## config.mk

```make
export PLATFORM = sky130hd
export DESIGN_NAME = coreaxi4dmacontroller_channel_dispatcher_flat
export DESIGN_NICKNAME = d
export VERILOG_FILES = /design/src/rtl/coreaxi4dmacontroller_channel_dispatcher_if.sv /design/src/rtl/coreaxi4dmacontroller_channel_dispatcher.sv /design/src/flat_wrapper.sv
export SDC_FILE = /design/constraint.sdc
export NUM_CORES = 1
export LEC_CHECK = 0
export ABC_CLOCK_PERIOD_IN_PS = 2700
export BUFFER_PORTS_ARGS = -buffer_cell sky130_fd_sc_hd__buf_2
export CORE_AREA = 2 2 176 178
export DETAILED_ROUTE_END_ITERATION = 10
export DIE_AREA = 0 0 178 180
export PLACE_DENSITY_LB_ADDON = 0.12
export REMOVE_ABC_BUFFERS = 1
export SYNTH_ARGS = -nofsm -noshare
export SYNTH_HDL_FRONTEND = slang
export SYNTH_SLANG_ARGS = --single-unit
```

## constraint.sdc

```tcl
create_clock -name clock_i -period 2.7 [get_ports clock_i]
set_clock_uncertainty 0.2 [all_clocks]
set_input_delay 0 -clock clock_i [delete_from_list [all_inputs] [get_ports clock_i]]
set_output_delay 0 -clock clock_i [all_outputs]
set_load 0.02 [all_outputs]
```

## src/rtl/coreaxi4dmacontroller_channel_dispatcher_if.sv

```systemverilog
// Transfer-command bus between the channel dispatcher (master) and the AXI
// transfer engine (slave): valid/ready command plus done/err completion.
interface coreaxi4dmacontroller_channel_dispatcher_if #(
  parameter int CH_ID_WIDTH = 2,
  parameter int ADDR_WIDTH  = 32,
  parameter int CNT_WIDTH   = 23
);
  logic                   xfer_valid;
  logic                   xfer_ready;
  logic [CH_ID_WIDTH-1:0] xfer_ch_id;
  logic [ADDR_WIDTH-1:0]  xfer_src_addr;
  logic [ADDR_WIDTH-1:0]  xfer_dst_addr;
  logic [CNT_WIDTH-1:0]   xfer_byte_cnt;
  logic                   xfer_done;
  logic                   xfer_err;

  modport master (
    output xfer_valid, xfer_ch_id, xfer_src_addr, xfer_dst_addr, xfer_byte_cnt,
    input  xfer_ready, xfer_done, xfer_err
  );

  modport slave (
    input  xfer_valid, xfer_ch_id, xfer_src_addr, xfer_dst_addr, xfer_byte_cnt,
    output xfer_ready, xfer_done, xfer_err
  );
endinterface

```

## src/rtl/coreaxi4dmacontroller_channel_dispatcher.sv

```systemverilog
// Latches the arbiter's winning descriptor, issues it to the transfer engine and
// acknowledges the owning channel. Optional watchdog: COREAXI4DMA_DISPATCH_WATCHDOG_EN.
module coreaxi4dmacontroller_channel_dispatcher #(
  parameter int NUM_CHANNELS = 4,
  parameter int CH_ID_WIDTH  = 2,
  parameter int ADDR_WIDTH   = 32,
  parameter int CNT_WIDTH    = 23,
  parameter int WDOG_LIMIT   = 1023
) (
  input  logic                               clock_i,
  input  logic                               reset_i,
  input  logic [NUM_CHANNELS-1:0]            chan_req_i,
  input  logic [NUM_CHANNELS*ADDR_WIDTH-1:0] chan_src_addr_i,
  input  logic [NUM_CHANNELS*ADDR_WIDTH-1:0] chan_dst_addr_i,
  input  logic [NUM_CHANNELS*CNT_WIDTH-1:0]  chan_byte_cnt_i,
  input  logic [NUM_CHANNELS-1:0]            arb_grant_i,
  output logic                               arb_update_o,
  coreaxi4dmacontroller_channel_dispatcher_if.master xfer_if,
  output logic [NUM_CHANNELS-1:0]            chan_ack_o,
  output logic                               chan_err_o,
  output logic                               busy_o
);

  if (CH_ID_WIDTH != $clog2(NUM_CHANNELS) || WDOG_LIMIT < 1) begin : g_param_check
    $error("coreaxi4dmacontroller_channel_dispatcher: inconsistent parameters");
  end

  typedef enum logic [1:0] {S_IDLE, S_ISSUE, S_BUSY, S_DONE} state_e;

  localparam logic [NUM_CHANNELS-1:0] ONE_HOT_0 = NUM_CHANNELS'(1);

  state_e                  state_q;
  logic [CH_ID_WIDTH-1:0]  ch_id_q;
  logic [ADDR_WIDTH-1:0]   src_q;
  logic [ADDR_WIDTH-1:0]   dst_q;
  logic [CNT_WIDTH-1:0]    cnt_q;
  logic                    xfer_valid_q;
  logic [NUM_CHANNELS-1:0] chan_ack_q;
  logic                    chan_err_q;

  logic [NUM_CHANNELS-1:0] eff;
  logic [CH_ID_WIDTH-1:0]  sel_id;
  logic [ADDR_WIDTH-1:0]   sel_src;
  logic [ADDR_WIDTH-1:0]   sel_dst;
  logic [CNT_WIDTH-1:0]    sel_cnt;
  logic                    capture;

`ifdef COREAXI4DMA_DISPATCH_WATCHDOG_EN
  localparam int WDOG_W = $clog2(WDOG_LIMIT + 1);
  logic [WDOG_W-1:0] wdog_q;
`endif

  // Lowest set bit of the qualified grant wins, guarding against a multi-hot grant.
  always_comb begin
    // NOTE: every always_comb output gets a default first so no path infers a latch.
    eff     = arb_grant_i & chan_req_i;
    sel_id  = '0;
    sel_src = '0;
    sel_dst = '0;
    sel_cnt = '0;
    for (int i = NUM_CHANNELS - 1; i >= 0; i--) begin
      if (eff[i]) begin
        sel_id  = CH_ID_WIDTH'(i);
        sel_src = chan_src_addr_i[i*ADDR_WIDTH +: ADDR_WIDTH];
        sel_dst = chan_dst_addr_i[i*ADDR_WIDTH +: ADDR_WIDTH];
        sel_cnt = chan_byte_cnt_i[i*CNT_WIDTH +: CNT_WIDTH];
      end
    end
  end

  assign capture = (state_q == S_IDLE) && (|eff) && !reset_i;

  // NOTE: state is written only with non-blocking assignments so every register
  // samples pre-edge values regardless of statement order.
  always_ff @(posedge clock_i) begin
    if (reset_i) begin
      state_q      <= S_IDLE;
      ch_id_q      <= '0;
      src_q        <= '0;
      dst_q        <= '0;
      cnt_q        <= '0;
      xfer_valid_q <= 1'b0;
      chan_ack_q   <= '0;
      chan_err_q   <= 1'b0;
`ifdef COREAXI4DMA_DISPATCH_WATCHDOG_EN
      wdog_q       <= '0;
`endif
    end else begin
      chan_ack_q <= '0;
      chan_err_q <= 1'b0;
      unique case (state_q)
        S_IDLE: begin
          if (capture) begin
            ch_id_q <= sel_id;
            src_q   <= sel_src;
            dst_q   <= sel_dst;
            cnt_q   <= sel_cnt;
            if (sel_cnt == '0) begin
              state_q    <= S_DONE;
              chan_ack_q <= ONE_HOT_0 << sel_id;
            end else begin
              state_q      <= S_ISSUE;
              xfer_valid_q <= 1'b1;
            end
          end
        end
        S_ISSUE: begin
          if (xfer_if.xfer_ready) begin
            state_q      <= S_BUSY;
            xfer_valid_q <= 1'b0;
`ifdef COREAXI4DMA_DISPATCH_WATCHDOG_EN
            wdog_q       <= '0;
`endif
          end
        end
        S_BUSY: begin
          // A real completion takes priority over a coincident watchdog expiry.
          if (xfer_if.xfer_done) begin
            state_q    <= S_DONE;
            chan_ack_q <= ONE_HOT_0 << ch_id_q;
            chan_err_q <= xfer_if.xfer_err;
          end
`ifdef COREAXI4DMA_DISPATCH_WATCHDOG_EN
          else if (wdog_q == WDOG_W'(WDOG_LIMIT - 1)) begin
            state_q    <= S_DONE;
            chan_ack_q <= ONE_HOT_0 << ch_id_q;
            chan_err_q <= 1'b1;
          end else begin
            wdog_q <= wdog_q + 1'b1;
          end
`endif
        end
        S_DONE: state_q <= S_IDLE;
        default: state_q <= S_IDLE;
      endcase
    end
  end

  assign arb_update_o          = capture;
  assign xfer_if.xfer_valid    = xfer_valid_q;
  assign xfer_if.xfer_ch_id    = ch_id_q;
  assign xfer_if.xfer_src_addr = src_q;
  assign xfer_if.xfer_dst_addr = dst_q;
  assign xfer_if.xfer_byte_cnt = cnt_q;
  assign chan_ack_o            = chan_ack_q;
  assign chan_err_o            = chan_err_q;
  assign busy_o                = (state_q != S_IDLE);

endmodule

```

## src/flat_wrapper.sv

```systemverilog
// flat-port wrapper written by rule: the top's interface ports become plain ports
module coreaxi4dmacontroller_channel_dispatcher_flat 
#(
  parameter int NUM_CHANNELS = 4,
  parameter int CH_ID_WIDTH  = 2,
  parameter int ADDR_WIDTH   = 32,
  parameter int CNT_WIDTH    = 23,
  parameter int WDOG_LIMIT   = 1023
)
  (clock_i, reset_i, chan_req_i, chan_src_addr_i, chan_dst_addr_i, chan_byte_cnt_i, arb_grant_i, arb_update_o, chan_ack_o, chan_err_o, busy_o, xfer_if_xfer_valid, xfer_if_xfer_ch_id, xfer_if_xfer_src_addr, xfer_if_xfer_dst_addr, xfer_if_xfer_byte_cnt, xfer_if_xfer_ready, xfer_if_xfer_done, xfer_if_xfer_err);
  coreaxi4dmacontroller_channel_dispatcher_if #(.CH_ID_WIDTH(CH_ID_WIDTH), .ADDR_WIDTH(ADDR_WIDTH), .CNT_WIDTH(CNT_WIDTH)) xfer_if_i ();
  input  logic clock_i;
  input  logic reset_i;
  input  logic [NUM_CHANNELS-1:0] chan_req_i;
  input  logic [NUM_CHANNELS*ADDR_WIDTH-1:0] chan_src_addr_i;
  input  logic [NUM_CHANNELS*ADDR_WIDTH-1:0] chan_dst_addr_i;
  input  logic [NUM_CHANNELS*CNT_WIDTH-1:0] chan_byte_cnt_i;
  input  logic [NUM_CHANNELS-1:0] arb_grant_i;
  output logic arb_update_o;
  output logic [NUM_CHANNELS-1:0] chan_ack_o;
  output logic chan_err_o;
  output logic busy_o;
  output wire logic [$bits(xfer_if_i.xfer_valid)-1:0] xfer_if_xfer_valid;
  output wire logic [$bits(xfer_if_i.xfer_ch_id)-1:0] xfer_if_xfer_ch_id;
  output wire logic [$bits(xfer_if_i.xfer_src_addr)-1:0] xfer_if_xfer_src_addr;
  output wire logic [$bits(xfer_if_i.xfer_dst_addr)-1:0] xfer_if_xfer_dst_addr;
  output wire logic [$bits(xfer_if_i.xfer_byte_cnt)-1:0] xfer_if_xfer_byte_cnt;
  input wire logic [$bits(xfer_if_i.xfer_ready)-1:0] xfer_if_xfer_ready;
  input wire logic [$bits(xfer_if_i.xfer_done)-1:0] xfer_if_xfer_done;
  input wire logic [$bits(xfer_if_i.xfer_err)-1:0] xfer_if_xfer_err;
  assign xfer_if_xfer_valid = xfer_if_i.xfer_valid;
  assign xfer_if_xfer_ch_id = xfer_if_i.xfer_ch_id;
  assign xfer_if_xfer_src_addr = xfer_if_i.xfer_src_addr;
  assign xfer_if_xfer_dst_addr = xfer_if_i.xfer_dst_addr;
  assign xfer_if_xfer_byte_cnt = xfer_if_i.xfer_byte_cnt;
  assign xfer_if_i.xfer_ready = xfer_if_xfer_ready;
  assign xfer_if_i.xfer_done = xfer_if_xfer_done;
  assign xfer_if_i.xfer_err = xfer_if_xfer_err;
  coreaxi4dmacontroller_channel_dispatcher #(.NUM_CHANNELS(NUM_CHANNELS), .CH_ID_WIDTH(CH_ID_WIDTH), .ADDR_WIDTH(ADDR_WIDTH), .CNT_WIDTH(CNT_WIDTH), .WDOG_LIMIT(WDOG_LIMIT)) u_core (.clock_i(clock_i), .reset_i(reset_i), .chan_req_i(chan_req_i), .chan_src_addr_i(chan_src_addr_i), .chan_dst_addr_i(chan_dst_addr_i), .chan_byte_cnt_i(chan_byte_cnt_i), .arb_grant_i(arb_grant_i), .arb_update_o(arb_update_o), .xfer_if(xfer_if_i), .chan_ack_o(chan_ack_o), .chan_err_o(chan_err_o), .busy_o(busy_o));
endmodule
```

# Word-level counts from Yosys, hierarchy flattened
# Cells that the tools add are included.
[totals] input_bits=361 register_bits=97 out_inout_bits=97 elab_cells=61
[op_classes] bitwise=3 shift=2 n_reduce_logical=12 mux=29 n_eq_ne=7
[op_table] operator="32-bit 2-to-1 mux" count=8
[op_table] operator="23-bit 2-to-1 mux" count=4
[op_table] operator="23-bit zero test" count=1
[op_table] operator="2-bit 2-to-1 mux" count=8
[op_table] operator="4-bit 2-to-1 mux" count=3
[op_table] operator="2-bit != test (second input constant)" count=4
[op_table] operator="2-bit case mux with 4 select lines" count=1
[op_table] operator="4-bit case mux with 2 select lines" count=1
[op_table] operator="1-bit by 2-bit left shift with 4-bit output (first input constant)" count=2
[op_table] operator="4-bit AND" count=1
[op_table] operator="2-bit equality test (second input constant)" count=2
[op_table] operator="4-bit AND reduction" count=1
[op_table] operator="2-bit nonzero test" count=2
[op_table] operator="4-bit OR reduction" count=1
[op_table] operator="1-bit 2-to-1 mux" count=3
[op_table] operator="3-bit AND reduction" count=1
[op_table] operator="3-bit OR reduction" count=1
[op_table] operator="2-bit by 1-bit equality test with 1-bit output (second input constant)" count=1
[op_table] operator="1-bit logical AND" count=2
[op_table] operator="2-bit zero test" count=1
[op_table] operator="1-bit NOT" count=2
[op_table] operator="1-bit case mux with 2 select lines" count=1
[op_table] operator="2-bit AND reduction" count=1
[op_table] operator="1-bit zero test" count=1

# Depth between registers and ports, before layout
[logic_depth] ltp_word=9 mapped_depth=10 depth_no_buf=7

# Least setup slack after synthesis
# OpenSTA, ideal clock, no wires.
[synth_timing] path_kind="register to register" from="reg u_core.state_q[0]" to="reg u_core.dst_q[10] (netlist: u_core.xfer_if.xfer_dst_addr[10])" required_ps=2372 path_stages_with_launch=10 setup_ps=128 path_buffers=2 arrival_ps=1677 synth_period_minus_slack_ps=2005 setup_slack_ps=695 cell_sequence="dfxtp_1 > inv_1 > ha_1 > inv_1 > nor2_1 > buf_2 > clkbuf_1 > o311ai_0 > o21ai_0 > nor2_1"
[synth_between] elab_chain_len=4
[synth_lines] element="start, declared" line="coreaxi4dmacontroller_channel_dispatcher.sv:32" source="state_e state_q;"
[synth_lines] element="start signal, assigned" line="coreaxi4dmacontroller_channel_dispatcher.sv:77" source="state_q <= S_IDLE;"
[synth_lines] element="start signal, assigned" line="coreaxi4dmacontroller_channel_dispatcher.sv:99" source="state_q <= S_DONE;"
[synth_lines] element="start signal, assigned" line="coreaxi4dmacontroller_channel_dispatcher.sv:102" source="state_q <= S_ISSUE;"
[synth_lines] element="2-bit zero test (*)" line="coreaxi4dmacontroller_channel_dispatcher.sv:71, coreaxi4dmacontroller_channel_dispatcher.sv:91"
[synth_lines] element="1-bit logical AND (2 in series)" line="coreaxi4dmacontroller_channel_dispatcher.sv:71" source="assign capture = (state_q == S_IDLE) && (|eff) && !reset_i;"
[synth_lines] element="2-bit AND reduction (no line) (*)"
[synth_lines] element="end signal, assigned" line="coreaxi4dmacontroller_channel_dispatcher.sv:96" source="dst_q <= sel_dst;"
[synth_lines] element="end, declared" line="coreaxi4dmacontroller_channel_dispatcher.sv:35" source="logic [ADDR_WIDTH-1:0] dst_q;"
# Every way passes the cells marked *; elsewhere a longest branch is shown, timed or not.
# A chain may end at the register's enable or synchronous reset.

# Worst setup path in the final report
[layout_timing] from="reg u_core.state_q[1]" to="reg u_core.cnt_q[5] (netlist: u_core.xfer_if.xfer_byte_cnt[5])"
[layout_between] elab_chain_len=4
[layout_lines] element="2-bit zero test (*)" line="coreaxi4dmacontroller_channel_dispatcher.sv:71, coreaxi4dmacontroller_channel_dispatcher.sv:91"
[layout_lines] element="1-bit logical AND (2 in series)" line="coreaxi4dmacontroller_channel_dispatcher.sv:71"
[layout_lines] element="2-bit AND reduction (no line) (*)"
[layout_lines] element="end signal, assigned" line="coreaxi4dmacontroller_channel_dispatcher.sv:97" source="cnt_q <= sel_cnt;"
[layout_lines] element="end, declared" line="coreaxi4dmacontroller_channel_dispatcher.sv:36" source="logic [CNT_WIDTH-1:0] cnt_q;"
# Marked as above.

==> insert_results.sql <==
INSERT INTO impl_metrics (metric_group, metric, value, unit) VALUES
('grt', 'global_route.overflow_total', '0', ''),
('timing', 'report.final.slew_viol_count', '0', ''),
('logic_synthesis', 'share_of_the_yosys_chip_area_belonging_to_registers', '32.2', '%'),
('routing', 'wl_per_cell', '18.2', 'um'),
('placed_design', 'place_inst', '1594', ''),
('logic_synthesis', 'synth-main-ff-cell', 'sky130_fd_sc_hd__dfxtp_1', ''),
('timing', 'fin_tns_setup', '0', 'ps'),
('timing', 'slew_headroom', '52.3', '%'),
('critical_path', 'cell_family_with_most_cp_delay', 'buffers and inverters', ''),
('grt', 'met2_usage', '34.8', '%'),
('grt', 'met1_usage', '22.7', '%'),
('clock_network', 'cts_max_path_buffers', '2', ''),
('timing', 'timing_hold_violations_final', '0', ''),
('die', 'die_width', '178', 'um'),
('die', 'start_util', '20.0', '%'),
('critical_path', 'timing.critical_path.slowest_cell_delay', '590', 'ps'),
('grt', 'grt_first_pass_wirelength', '48.8', 'mm'),
('critical_path', 'crit_slowest_cell', 'sky130_fd_sc_hd__dlygate4sd3_1', ''),
('clock_network', 'cts_buf_count', '9', ''),
('logic_synthesis', 'yosys.cell_types.count', '44', ''),
('clock_network', 'clkSinkCount', '97', ''),
('pwr', 'max_vdd_drop', '0.248', 'mV'),
('critical_path', 'timing.critical_path.cells', 'inv_1 -> ha_1 -> inv_1 -> nor2_4 -> buf_12 -> buf_12 -> buf_4 -> a41oi_1 -> dlygate4sd3_1 -> nor2_1', ''),
('logic_synthesis', 'synth-simple-area-share', '25.2', '%'),
('pwr', 'p_leak', '4.83', 'nW'),
('die', 'die-height', '180', 'um'),
('timing', 'worst-slew-pin-transition', '716', 'ps'),
('critical_path', 'cp.arrival', '2490', 'ps'),
('grt', 'grtUsageTotal', '19.6', '%'),
('die', 'coreArea', '0.0302', 'mm^2'),
('routing', 'antenna_left', '0', ''),
('clock_network', 'htreeDepth', '3', ''),
('min_path', 'hp-class', 'input port to flip-flop', ''),
('routing', 'num_vias', '8784', ''),
('critical_path', 'worstSetupEndpointType', 'flip-flop', ''),
('logic_synthesis', 'count_of_state_elements_after_synthesis', '97', ''),
('die', 'dieArea', '0.0320', 'mm^2'),
('pwr', 'switching_power', '2.86', 'mW'),
('logic_synthesis', 'yosysTopAreaCellShare', '32.2', '%'),
('finish', 'post_route_cells_drive_above_1_share', '37.0', '%'),
('critical_path', 'timing_worst_setup_path_type', 'flip-flop to flip-flop', ''),
('logic_synthesis', 'synth_common_cells', 'sky130_fd_sc_hd__nor2_1, sky130_fd_sc_hd__dfxtp_1, sky130_fd_sc_hd__nand2_1', ''),
('flow_run', 'max-cap-violations', '0', ''),
('die', 'rows', '64', ''),
('grt', 'antenna_violations_before_repair', '2', ''),
('logic_synthesis', 'synth_warnings', '0', ''),
('timing', 'timing.final.crit_share', '91.3', '%'),
('logic_synthesis', 'share_of_cell_area_taken_by_muxes_after_synthesis', '0', '%'),
('logic_synthesis', 'synth_top_family_by_area', 'compound AO/OA/AOI/OAI gates', ''),
('logic_synthesis', 'synthesis.area_per_instance', '7.53', 'um^2'),
('pwr', 'p_seq_share', '28.7', '%'),
('grt', 'via_count_of_the_first_global_routing_pass', '8791', ''),
('clock_network', 'clk_root_buffer_cell', 'sky130_fd_sc_hd__clkbuf_16', ''),
('routing', 'number_of_design_rule_violations_left_after_detail_routing', '0', ''),
('grt', 'grt-busiest-layer', 'met2', ''),
('placed_design', 'routabilityCongestion', '0.826', ''),
('timing', 'grt_setup_unrepaired', 'false', ''),
('logic_synthesis', 'synth-edff-count', '0', ''),
('finish', 'areaGrowthSynthToFinish', '82.6', '%'),
('grt', 'global_route.usage.met3', '4.12', '%'),
('logic_synthesis', 'netlist_top_cells_area', 'sky130_fd_sc_hd__dfxtp_1, sky130_fd_sc_hd__a221oi_1, sky130_fd_sc_hd__nor2_1', ''),
('finish', 'fillerInstances', '3262', ''),
('grt', 'pin_count_of_the_biggest_net_entering_global_routing', '89', ''),
('logic_synthesis', 'yosysTopAreaCell', 'sky130_fd_sc_hd__dfxtp_1', ''),
('routing', 'firstDrtPassIters', '5', ''),
('routing', 'drt-total-wl', '32.7', 'mm'),
('logic_synthesis', 'synthCells', '802', ''),
('placed_design', 'preCtsSetupSlack', '320', 'ps'),
('status', 'run_status', 'completed', ''),
('timing', 'timing.final.crit_period', '2470', 'ps'),
('logic_synthesis', 'synthAdderAreaFrac', '0.622', '%');
kinds of logic after synthesis:
family          after synthesis
flops                        97
compound gates              278
simple gates                329
buf+inv                      95
fa+ha+maj                     3
power by group through the flow:
stage	combinational, mW	clock (mW)	sequential (mW)
2_1_floorplan	1.16	0	2.49
3_3_place_gp	3.09	0	2.09
3_5_place_dp	3.10	0	2.08
4_1_cts	3.72	1.43	2.06
5_1_grt	4.06	1.49	2.11
6_report	3.73	1.38	2.06
layout by cell type (no fill, tap or decap), types with 6 or more instances in the layout:
master,n
sky130_fd_sc_hd__nand3b_1,14
sky130_fd_sc_hd__o31a_1,12
sky130_fd_sc_hd__and3_1,25
sky130_fd_sc_hd__o21ai_1,27
sky130_fd_sc_hd__nor2_1,135
sky130_fd_sc_hd__a32oi_1,7
sky130_fd_sc_hd__o21ai_0,36
sky130_fd_sc_hd__a311o_1,23
sky130_fd_sc_hd__nand2_1,87
sky130_fd_sc_hd__clkbuf_16,9
sky130_fd_sc_hd__nand3_1,14
sky130_fd_sc_hd__buf_2,456
sky130_fd_sc_hd__a221oi_1,64
sky130_fd_sc_hd__and2_1,6
sky130_fd_sc_hd__nand4_1,7
sky130_fd_sc_hd__nand2b_1,14
sky130_fd_sc_hd__a21oi_1,25
sky130_fd_sc_hd__o311ai_0,57
sky130_fd_sc_hd__dlygate4sd3_1,186
sky130_fd_sc_hd__dfxtp_1,97
sky130_fd_sc_hd__buf_12,10
sky130_fd_sc_hd__buf_4,23
sky130_fd_sc_hd__or3_1,13
final cells by class:
class	count	area, um^2	share of cell area, %
Timing Repair Buffer	675	4520	41.0
Sequential cell	97	1940	17.6
Tap cell	396	495	4.49
Clock inverter	6	67.6	0.613
Clock buffer	10	239	2.17
Antenna cell	1	2.50	0.0227
Inverter	4	15.0	0.136
Multi-Input combinational cell	610	3740	34.0
per-layer routing:
metal	share of wire (%)	vias up
li1	-	4256
met1	40	4094
met2	49	385
met3	8.1	47
met4	2.7	2
met5	0.049	-
worst min-delay path, cell delays in order:
cell                      delay [ps]
sky130_fd_sc_hd__buf_2            80
sky130_fd_sc_hd__and3_1          130
sky130_fd_sc_hd__a311o_1         150
sky130_fd_sc_hd__nand3_1          80
sky130_fd_sc_hd__a21oi_1         110
worst paths after layout:
path / startpoint / to / slack, ps / depth (start not counted)
min: chan_byte_cnt_i[48] / u_core.xfer_if.xfer_byte_cnt[2] / 30 / 5
max: u_core.state_q[1] / u_core.xfer_if.xfer_byte_cnt[5] / 230 / 10
max reg2reg: u_core.state_q[1] / u_core.xfer_if.xfer_byte_cnt[5] / 230 / 10
min reg2reg: u_core.xfer_if.xfer_byte_cnt[1] / u_core.xfer_if.xfer_byte_cnt[1] / 250 / 2
metrics by stage:
step                util, %  total power, mW  instance area [um^2]  hold slack, ps
floorplan                 -             3.65                  5660            -135
global placement       29.2             5.18                  8820            2.35
detailed placement     29.2             5.18                  8820            14.0
CTS                    36.4             7.21                 11000            5.19
global route           36.5             7.66                 11000            66.2
finish                 36.5             7.17                 11000            32.6
what timing repair did:
item | 4_1_cts | 5_1_grt
hold endpoints to repair | 97 | 0
buffers inserted | 0 | 2
resized for setup | 0 | 0
setup endpoints to repair | 0 | 17
hold buffers | 186 | 0
sequential cells by signal, summed over array words and instances (netlist names):
name / cells
u_core.xfer_if.xfer_ch_id: 2
u_core.xfer_if.xfer_byte_cnt: 23
u_core.xfer_if.xfer_dst_addr: 32
u_core.chan_err_o: 1
u_core.xfer_if.xfer_valid: 1
u_core.chan_ack_o: 4
u_core.state_q: 2
u_core.xfer_if.xfer_src_addr: 32
No activity file was read; power rests on OpenSTA's default activity.
